==> src/rtl/aging_chk_pkg.sv <==
// Shared types and constants for the aging-experiment response checker.
package aging_chk_pkg;

  typedef enum logic [1:0] {
    IDLE  = 2'd0,
    RUN   = 2'd1,
    DRAIN = 2'd2,
    DONE  = 2'd3
  } state_t;

  // c7552 has 108 primary outputs
  localparam int unsigned C7552_OUTPUTS = 108;

  localparam logic [1:0] MISR_TAPS = 2'b11;
  localparam logic [C7552_OUTPUTS-1:0] MISR_POLY_DEFAULT =
    {{(C7552_OUTPUTS-2){1'b0}}, MISR_TAPS};

endpackage

==> src/rtl/aging_resp_checker_misr.sv <==
// Multiple-input signature register; clr has priority over en.
module aging_misr
  import aging_chk_pkg::*;
#(
  parameter int unsigned          VEC_WIDTH = C7552_OUTPUTS,
  parameter logic [VEC_WIDTH-1:0] MISR_POLY = VEC_WIDTH'(MISR_POLY_DEFAULT)
) (
  input  logic                 clk,
  input  logic                 rst_n,
  input  logic                 clr,
  input  logic                 en,
  input  logic [VEC_WIDTH-1:0] din,
  output logic [VEC_WIDTH-1:0] sig
);

  always_ff @(posedge clk) begin
    if (!rst_n || clr) begin
      sig <= '0;
    end else if (en) begin
      sig <= {sig[VEC_WIDTH-2:0], 1'b0} ^ (sig[VEC_WIDTH-1] ? MISR_POLY : '0) ^ din;
    end
  end

endmodule

==> config.mk <==
export PLATFORM = sky130hd
export DESIGN_NAME = aging_misr
export DESIGN_NICKNAME = d
export VERILOG_FILES = /design/src/rtl/aging_chk_pkg.sv /design/src/rtl/aging_resp_checker_misr.sv
export SDC_FILE = /design/constraint.sdc
export NUM_CORES = 1
export LEC_CHECK = 0
export CORE_MARGIN = 5
export CORE_UTILIZATION = 27
export CTS_BUF_LIST = sky130_fd_sc_hd__clkbuf_8
export CTS_CLUSTER_DIAMETER = 30
export CTS_CLUSTER_SIZE = 40
export DETAILED_ROUTE_END_ITERATION = 6
export SLEW_MARGIN = 20
export SYNTH_ARGS = -nofsm -noshare
export SYNTH_HDL_FRONTEND = slang
export SYNTH_SLANG_ARGS = --single-unit
export TNS_END_PERCENT = 1
==> constraint.sdc <==
create_clock -name clk -period 1.4 [get_ports clk]
set_input_delay 0.28 -clock clk [delete_from_list [all_inputs] [get_ports clk]]
set_output_delay 0.28 -clock clk [all_outputs]
set_load 0.02 [all_outputs]
==> impl_metrics.toml, run 1 <==
[synth]
syn-num-nets = 581
synth_cell_types = 12
syn_area_per_cell_um2 = 10.32
ys_seq_area_share_pct = 44.69
ys_ff_latch = 108
synth_area_mm2 = 0.004838
synthCells = 469
yosysWarnings = 0

[floorplanning]
die_y_um = 143.9
core_region_area_mm2 = 0.01778
die_area_mm2 = 0.02070
initial_utilization_pct = 27.21
io_pins = 220
rows = 49
die_x_um = 143.9

[detailed_routing]
drt-total-wl_um = 13280
postRouteAntennaNets = 0
drc = 0
drt_iter0_markers = 157
wire_per_inst_um = 14.42
num_vias = 3990
vias_per_cell = 4.332
dr.pass1.iters = 4

[setup_path]
endpoint_kind = "output pin"
crit_chain = "dlygate4sd2_1"
ff2ff_path_depth = 4
timing.critical_path.buf_inv = 1
crit_slowest_cell = "dfxtp_1"
cp.required_ns = 1.12
cp.depth = 1
cp-start-kind = "register"
critical_path_peak_fanout = 2
slowest_delay_ns = 0.36
cp_data_arrival_time_ns = 1.07
cp_top_family = "flip-flops"
path_class = "register to output pin"

[clocking]
path_clk_slew_ns = 0.11
clock_path_buffers = 2
ctsRootBufferMaster = "clkbuf_8"
cts_buffers = 9
insertion_delay_ns = 0.37
htreeDepth = 3
cts.sinks = 108
cts_setup_buffers = 0
cts_tree = "done"

[place]
placed_area_mm2 = 0.007328
routabilityCongestion = 0.7956
post-place-ws_ns = -0.03617
placed_cells_incl_taps = 905
io_buffers = 219
hpwl_um = 9922

[grt]
track_usage_pct = 12.27
grt_pass1_vias = 4055
grt_max_degree = 63
overflow = 0
antenna_found_initial = 0
grt_first_pass_wirelength_um = 20490

[sta]
setup_viol = 0
fin_crit_sh_pct = 96.39
max_slew.worst_pin.slew_ns = 0.2847
layout_min_cycle_time_ns = 1.349
hold_viol_final = 0
setup_ws_ns = 0.05058
drv_slew = 0
finClkSkew_ns = 0.005899
rsz0062_at_grt = "no"
max_slew_margin_pct = 81.02
clock.fmax_ghz = 0.7411

[cells_and_area]
fin_area_mm2 = 0.007491
largest-register = "sig"
fillers = 1759
final_nets = 799
syn_to_final_growth_pct = 54.82
drive_above_1_share_pct = 28.90
largest_reg_flops = 108
antenna_cells = 0
top_regs = "sig x108"
layout.cells.non_filler = 921

[power_and_ir_drop]
powerDensity_mw_per_mm2 = 956.6
power.leakage_nw = 2.591
finalPower_w = 0.007166
peakVddDrop_uv = 530.4

[hold_path]
holdPathStages = 2
hp-class = "input port to register"

[run]
drv_cap = 0

[run_status]
outcome = "complete, no violations"
metrics by stage:
stage / hold WS (ns) / utilization, % / TNS (ns)
floorplan: 0.4821 / - / 0
global placement: 0.4978 / 41.22 / -0.02030
detailed placement: 0.5024 / 41.22 / -0.8337
CTS: 0.2055 / 42.99 / 0
global route: 0.2209 / 42.13 / 0
finish: 0.2305 / 42.13 / 0
report_power, final:
| group | internal, W | total [W] | switching (W) |
|---|---|---|---|
| clock | 0.00120 | 0.00232 | 0.00112 |
| sequential | 0.00322 | 0.00335 | 0.000133 |
| combinational | 0.000797 | 0.00150 | 0.000703 |
cells in the mapped netlist (all sizes together):
cell    instances  share of area [%]
buf            32                4.7
nor2          108                8.4
dfxtp         108                 45
mux2i           1               0.21
clkbuf          4               0.31
a211oi        107                 22
xor3            1               0.49
xnor2         107                 19
nand2b          1               0.13
area by class of cell:
type | count | area (um2) | share of cell area (%)
multi-input combinational | 325 | 2444 | 32.62
timing repair buffer | 243 | 2342 | 31.27
sequential | 108 | 2175 | 29.03
tap | 229 | 286.5 | 3.825
clock buffer | 9 | 123.9 | 1.654
clock inverter | 7 | 120.1 | 1.603
timing repair:
action,in CTS,in global routing
hold buffers,0,0
gates resized for setup,273,48
setup endpoints to repair,108,47
cells by family (layout without fill, tap and decap cells):
| logic type | count (synthesis) | after routing | share of synthesized area, % |
|---|---|---|---|
| buffers and inverters | 36 | 259 | 4.965 |
| XOR/XNOR | 108 | 108 | 19.86 |
| AND/OR/NAND/NOR | 109 | 109 | 8.508 |
| flip-flops | 108 | 108 | 44.69 |
| multiplexers | 1 | 1 | 0.2069 |
| AO/OA/AOI/OAI | 107 | 107 | 21.77 |
metal layers:
layer / vias to the layer above / share of wire, % / track usage (%)
li1: 2040 / - / -
met1: 1800 / 43 / 15.45
met2: 134 / 47 / 20.14
met3: 16 / 8.0 / 3.394
met4: 0 / 1.8 / 4.361
met5: - / 0 / 0
final timing paths:
check	startpoint	endpoint	slack [ns]
max	sig[78]$_SDFFE_PP0P_	sig[78]	0.05
min	en	sig[16]$_SDFFE_PP0P_	0.23
max reg2reg	sig[107]$_SDFFE_PP0P_	sig[1]$_SDFFE_PP0P_	0.23
min reg2reg	sig[33]$_SDFFE_PP0P_	sig[33]$_SDFFE_PP0P_	0.51
placed cells by master (no fill, tap or decap), types with 2 or more instances in the layout:
cell type	n
nor2_1	108
clkbuf_8	9
buf_4	19
dfxtp_1	98
clkdlybuf4s15_2	64
clkdlybuf4s15_1	7
xnor2_1	107
a211oi_1	57
inv_6	2
bufinv_16	3
dlygate4sd2_1	3
buf_12	5
dfxtp_2	10
a211oi_2	50
clkdlybuf4s50_1	110
clkbuf_2	34
(Power assumes the default switching activity.)
==> run 2, diff against run 1 <==
- CORE_ASPECT_RATIO: unset -> 1.25
- CORE_MARGIN: 5 -> unset
==> run 2 against run 1 <==
Sequential share of layout area increased by 0.54 points. Count of clock-buffer cells in the layout unchanged. Non-clock buffer count increased by 2. Combinational power about the same. Clock skew increased by 0.0026 ns. Critical path type unchanged. Largest power group unchanged. Sequential power about the same. Maximum frequency decreased by 0.18%. Critical path depth unchanged. First-iteration DRC count decreased by 29%. Register-to-register slack improved by 0.05 ns. Hold slack improved by 0.044 ns.
==> impl_metrics.toml, run 2 (synthesis results as in run 1) <==
[sta]
finClkSkew_ns = 0.008491
max_slew_margin_pct = 83.58
max_slew.worst_pin.slew_ns = 0.2445
drv_slew = 0
hold_viol_final = 0
whs_ns = 0.2747
clock.fmax_ghz = 0.7397
layout_min_cycle_time_ns = 1.352
fin_crit_sh_pct = 96.56
setup_viol = 0

[floorplanning]
core_region_area_mm2 = 0.01750
initial_utilization_pct = 27.65
die_area_mm2 = 0.01846
rows = 54
die_y_um = 151.7
io_pins = 220
die_x_um = 121.7

[setup_path]
cp-start-kind = "register"
timing.critical_path.buf_inv = 1
cp_top_family = "flip-flops"
path_class = "register to output pin"
cp.required_ns = 1.12
crit_slowest_cell = "dfxtp_1"
slowest_delay_ns = 0.42
r2r-start = "sig[107]$_SDFFE_PP0P_"
critical_path_peak_fanout = 3
r2r_setup_slack_ns = 0.28
ff2ff_path_depth = 3
cp_data_arrival_time_ns = 1.07
endpoint_kind = "output pin"
r2r-end = "sig[1]$_SDFFE_PP0P_"
crit_chain = "clkdlybuf4s15_2"

[cells_and_area]
layout.cells.non_filler = 916
largest-register = "sig"
antenna_cells = 0
syn_to_final_growth_pct = 52.08
fin_util_pct = 42.05
drive_above_1_share_pct = 28.47
top_regs = "sig x108"
largest_reg_flops = 108
final_nets = 801
final_cell_mix = "clkdlybuf4s50_1 (110), nor2_1 (108), xnor2_1 (107)"
final_common_cell = "clkdlybuf4s50_1"
fillers = 1750

[grt]
track_usage_pct = 13.25
grt_pass1_vias = 3912
antenna_found_initial = 0
grt_first_pass_wirelength_um = 19150
overflow = 0
grt_max_degree = 51

[clocking]
cts_setup_buffers = 0
cts_buffers = 9
cts_tree = "done"
htreeDepth = 3
cts_resized = 248
hold_buffers = 0
path_clk_slew_ns = 0.10
ctsRootBufferMaster = "clkbuf_8"
clock_path_buffers = 2
cts.sinks = 108
insertion_delay_ns = 0.37

[hold_path]
holdPathStages = 2
hold_end = "sig[70]$_SDFFE_PP0P_"
hold_start = "en"
hp-class = "input port to register"

[power_and_ir_drop]
power.leakage_nw = 2.576
peakVddDrop_uv = 374.1
powerDensity_mw_per_mm2 = 905.7

[detailed_routing]
postRouteAntennaNets = 0
wire_per_inst_um = 13.61
dr.pass1.iters = 4
drt_iter0_markers = 111
vias_per_cell = 4.433
drc = 0
drt-total-wl_um = 12460
num_vias = 4061

[place]
hpwl_um = 9263
placed_cells_incl_taps = 902
routabilityCongestion = 0.7264
io_buffers = 219

[run_status]
outcome = "complete, no violations"

[run]
drv_cap = 0
run 2: cell types whose count changed in the layout (fill, tap and decap cells not counted), sizes merged:
cell and delta:
inv -2, clkbuf +14, bufinv -2, clkinvlp +1, dlygate4sd2 -2, clkdlybuf4s15 -12, buf +2, clkinv +1
run 2: power breakdown:
part           switching [W]  internal [W]
clock network        0.00102      0.000802
logic               0.000698      0.000791
registers           0.000136       0.00322
total                0.00185       0.00481
run 2: stage by stage:
stage	total power (W)	worst slack [ns]	setup TNS (ns)	cell area (um2)
4_1_cts	0.006812	0.0001213	0	7569
5_1_grt	0.007002	-0.00007105	-0.00007105	7358
3_5_place_dp	0.005012	-0.03404	-0.1127	7350
6_report	0.006665	0.04814	0	7358
3_3_place_gp	0.004993	0.002815	0	7350
2_1_floorplan	0.004238	0.1929	0	4838
run 2: worst max-delay path by stage:
stage | from | end | depth (start not counted)
after global placement | clr | sig[103]$_SDFFE_PP0P_ | 4
after global routing | sig[42]$_SDFFE_PP0P_ | sig[42] | 1
final | sig[11]$_SDFFE_PP0P_ | sig[11] | 1
after CTS | sig[78]$_SDFFE_PP0P_ | sig[78] | 1
after detailed placement | rst_n | sig[8]$_SDFFE_PP0P_ | 4
after floorplan | sig[107]$_SDFFE_PP0P_ | sig[1]$_SDFFE_PP0P_ | 3
run 2: layout make-up:
cell class	instances	area (um2)	share of cell area, %
Tap cell	224	280.3	3.809
Sequential cell	108	2176	29.57
Timing Repair Buffer	245	2280	30.98
Multi-Input combinational cell	325	2444	33.21
Clock buffer	9	123.9	1.683
Clock inverter	5	55.05	0.7482
run 2: metal layers:
metal / up-vias / track usage, % / part of all wire, %
li1: 2045 / - / -
met1: 1863 / 15.99 / 44
met2: 140 / 22.36 / 48
met3: 13 / 4.004 / 6.8
met4: 0 / 4.259 / 1.1
met5: - / 0 / 0
==> run 3, diff against run 2 <==
- SKIP_CTS_REPAIR_TIMING: unset -> 1
==> run 3 against run 2 <==
Clock skew is 0.00063 ns higher. Via count is 0.54% lower. Non-clock buffer count stayed put. Sequential power hardly changed. Combinational power is 4% higher.
==> impl_metrics.toml, run 3 (synthesis results as in run 1) <==
[clocking]
cts_tree = "done"
path_clk_slew_ns = 0.10
ctsRootBufferMaster = "clkbuf_8"
cts.sinks = 108
insertion_delay_ns = 0.37
clock_path_buffers = 2
htreeDepth = 3
cts_buffers = 9

[detailed_routing]
dr_wl_met2_um = 6125
routed.top_layer = "met4"
drc = 0
wl_met1_um = 5390
postRouteAntennaNets = 0
drt_iter0_markers = 116
drt-total-wl_um = 12580
num_vias = 4039
route.met3.wl_um = 923
wire_per_inst_um = 13.73
vias_per_cell = 4.409
dr.pass1.iters = 4

[setup_path]
crit_chain = "dlymetal6s2s_1"
r2r_setup_slack_ns = 0.20
timing.critical_path.buf_inv = 1
slowest_delay_ns = 0.41
crit_slowest_cell = "dfxtp_1"
endpoint_kind = "output pin"
cp.required_ns = 1.12
r2r-start = "sig[107]$_SDFFE_PP0P_"
cp_top_family = "flip-flops"
critical_path_peak_fanout = 3
ff2ff_path_depth = 3
cp-start-kind = "register"
path_class = "register to output pin"
cp_data_arrival_time_ns = 1.03
r2r-end = "sig[1]$_SDFFE_PP0P_"

[hold_path]
hp-class = "input port to register"
holdPathStages = 2
hold_start = "en"
hold_end = "sig[70]$_SDFFE_PP0P_"

[cells_and_area]
fin_util_pct = 44.52
final_cell_mix = "clkdlybuf4s50_1 (110), nor2_1 (108), dfxtp_1 (108)"
syn_to_final_growth_pct = 61.03
largest_reg_flops = 108
largest-register = "sig"
layout.cells.non_filler = 916
drive_above_1_share_pct = 13.44
final_common_cell = "clkdlybuf4s50_1"
antenna_cells = 0
final_nets = 801
top_regs = "sig x108"

[sta]
rsz0062_at_grt = "no"
setup_viol = 0
max_slew_margin_pct = 82.40
whs_ns = 0.2741
clock.fmax_ghz = 0.7645
drv_slew = 0
layout_min_cycle_time_ns = 1.308
fin_crit_sh_pct = 93.43
finClkSkew_ns = 0.009124
setup_ws_ns = 0.09199
hold_viol_final = 0
max_slew.worst_pin.slew_ns = 0.2621

[grt]
grt_pass1_vias = 3905
antenna_found_initial = 0
track_usage_pct = 13.14
grt_first_pass_wirelength_um = 19000
grt_max_degree = 51
overflow = 0

[place]
placed_cells_incl_taps = 902
io_buffers = 219
hpwl_um = 9263
post-place-ws_ns = -0.03404
routabilityCongestion = 0.7264

[floorplanning]
die_area_mm2 = 0.01846
die_y_um = 151.7
rows = 54
core_region_area_mm2 = 0.01750
die_x_um = 121.7
io_pins = 220
initial_utilization_pct = 27.65

[power_and_ir_drop]
power.leakage_nw = 4.279
powerDensity_mw_per_mm2 = 861.6
peakVddDrop_uv = 371.5
finalPower_w = 0.006713

[run]
drv_cap = 0

[run_status]
outcome = "complete, no violations"
## run 3: cell types whose count changed in the layout (fill, tap and decap cells not counted)
cell and change:
dlygate4sd2_1 -1, dfxtp_2 -11, dfxtp_1 +11, clkdlybuf4s15_1 -13
dlymetal6s2s_1 +107, clkbuf_2 -47, clkdlybuf4s15_2 -46
## run 3: metal layers
metal  vias up  global-route usage (%)
li1       2042                       -
met1      1845                   15.90
met2       140                   22.07
met3        12                   4.004
met4         0                   4.259
met5         -                       0
## run 3: how the worst max path moves through the flow
stage | startpoint | end | slack (ns) | cells after the start
floorplan | sig[107]$_SDFFE_PP0P_ | sig[1]$_SDFFE_PP0P_ | 0.19 | 3
global placement | clr | sig[103]$_SDFFE_PP0P_ | 0.003 | 4
detailed placement | rst_n | sig[8]$_SDFFE_PP0P_ | -0.03 | 4
CTS | sig[107]$_SDFFE_PP0P_ | sig[107] | -0.35 | 1
global route | sig[56]$_SDFFE_PP0P_ | sig[56] | 0.01 | 1
finish | sig[11]$_SDFFE_PP0P_ | sig[11] | 0.09 | 1
## run 3: where the power goes
group	internal, W	switching, W	leakage [nW]	total, W
logic	0.000851	0.000701	3.31	0.00155
clock network	0.000802	0.00101	0.0870	0.00182
registers	0.00321	0.000131	0.884	0.00335
total	0.00487	0.00185	4.28	0.00671
## run 3: final cells by class
type                            instances  area (um2)
Tap cell                              224       280.3
Sequential cell                       108        2162
Clock buffer                            9       123.9
Timing Repair Buffer                  245        2726
Multi-Input combinational cell        325        2444
Clock inverter                          5       55.05
Fill cell                            1674        9708
## run 3: metrics by stage
| stage | cell area, um2 | setup TNS, ns |
|---|---|---|
| after detailed placement | 7350 | -0.1127 |
| final | 7791 | 0 |
| after global placement | 7350 | 0 |
| after global routing | 7791 | 0 |
| after CTS | 7528 | -32.09 |
| after floorplan | 4838 | 0 |
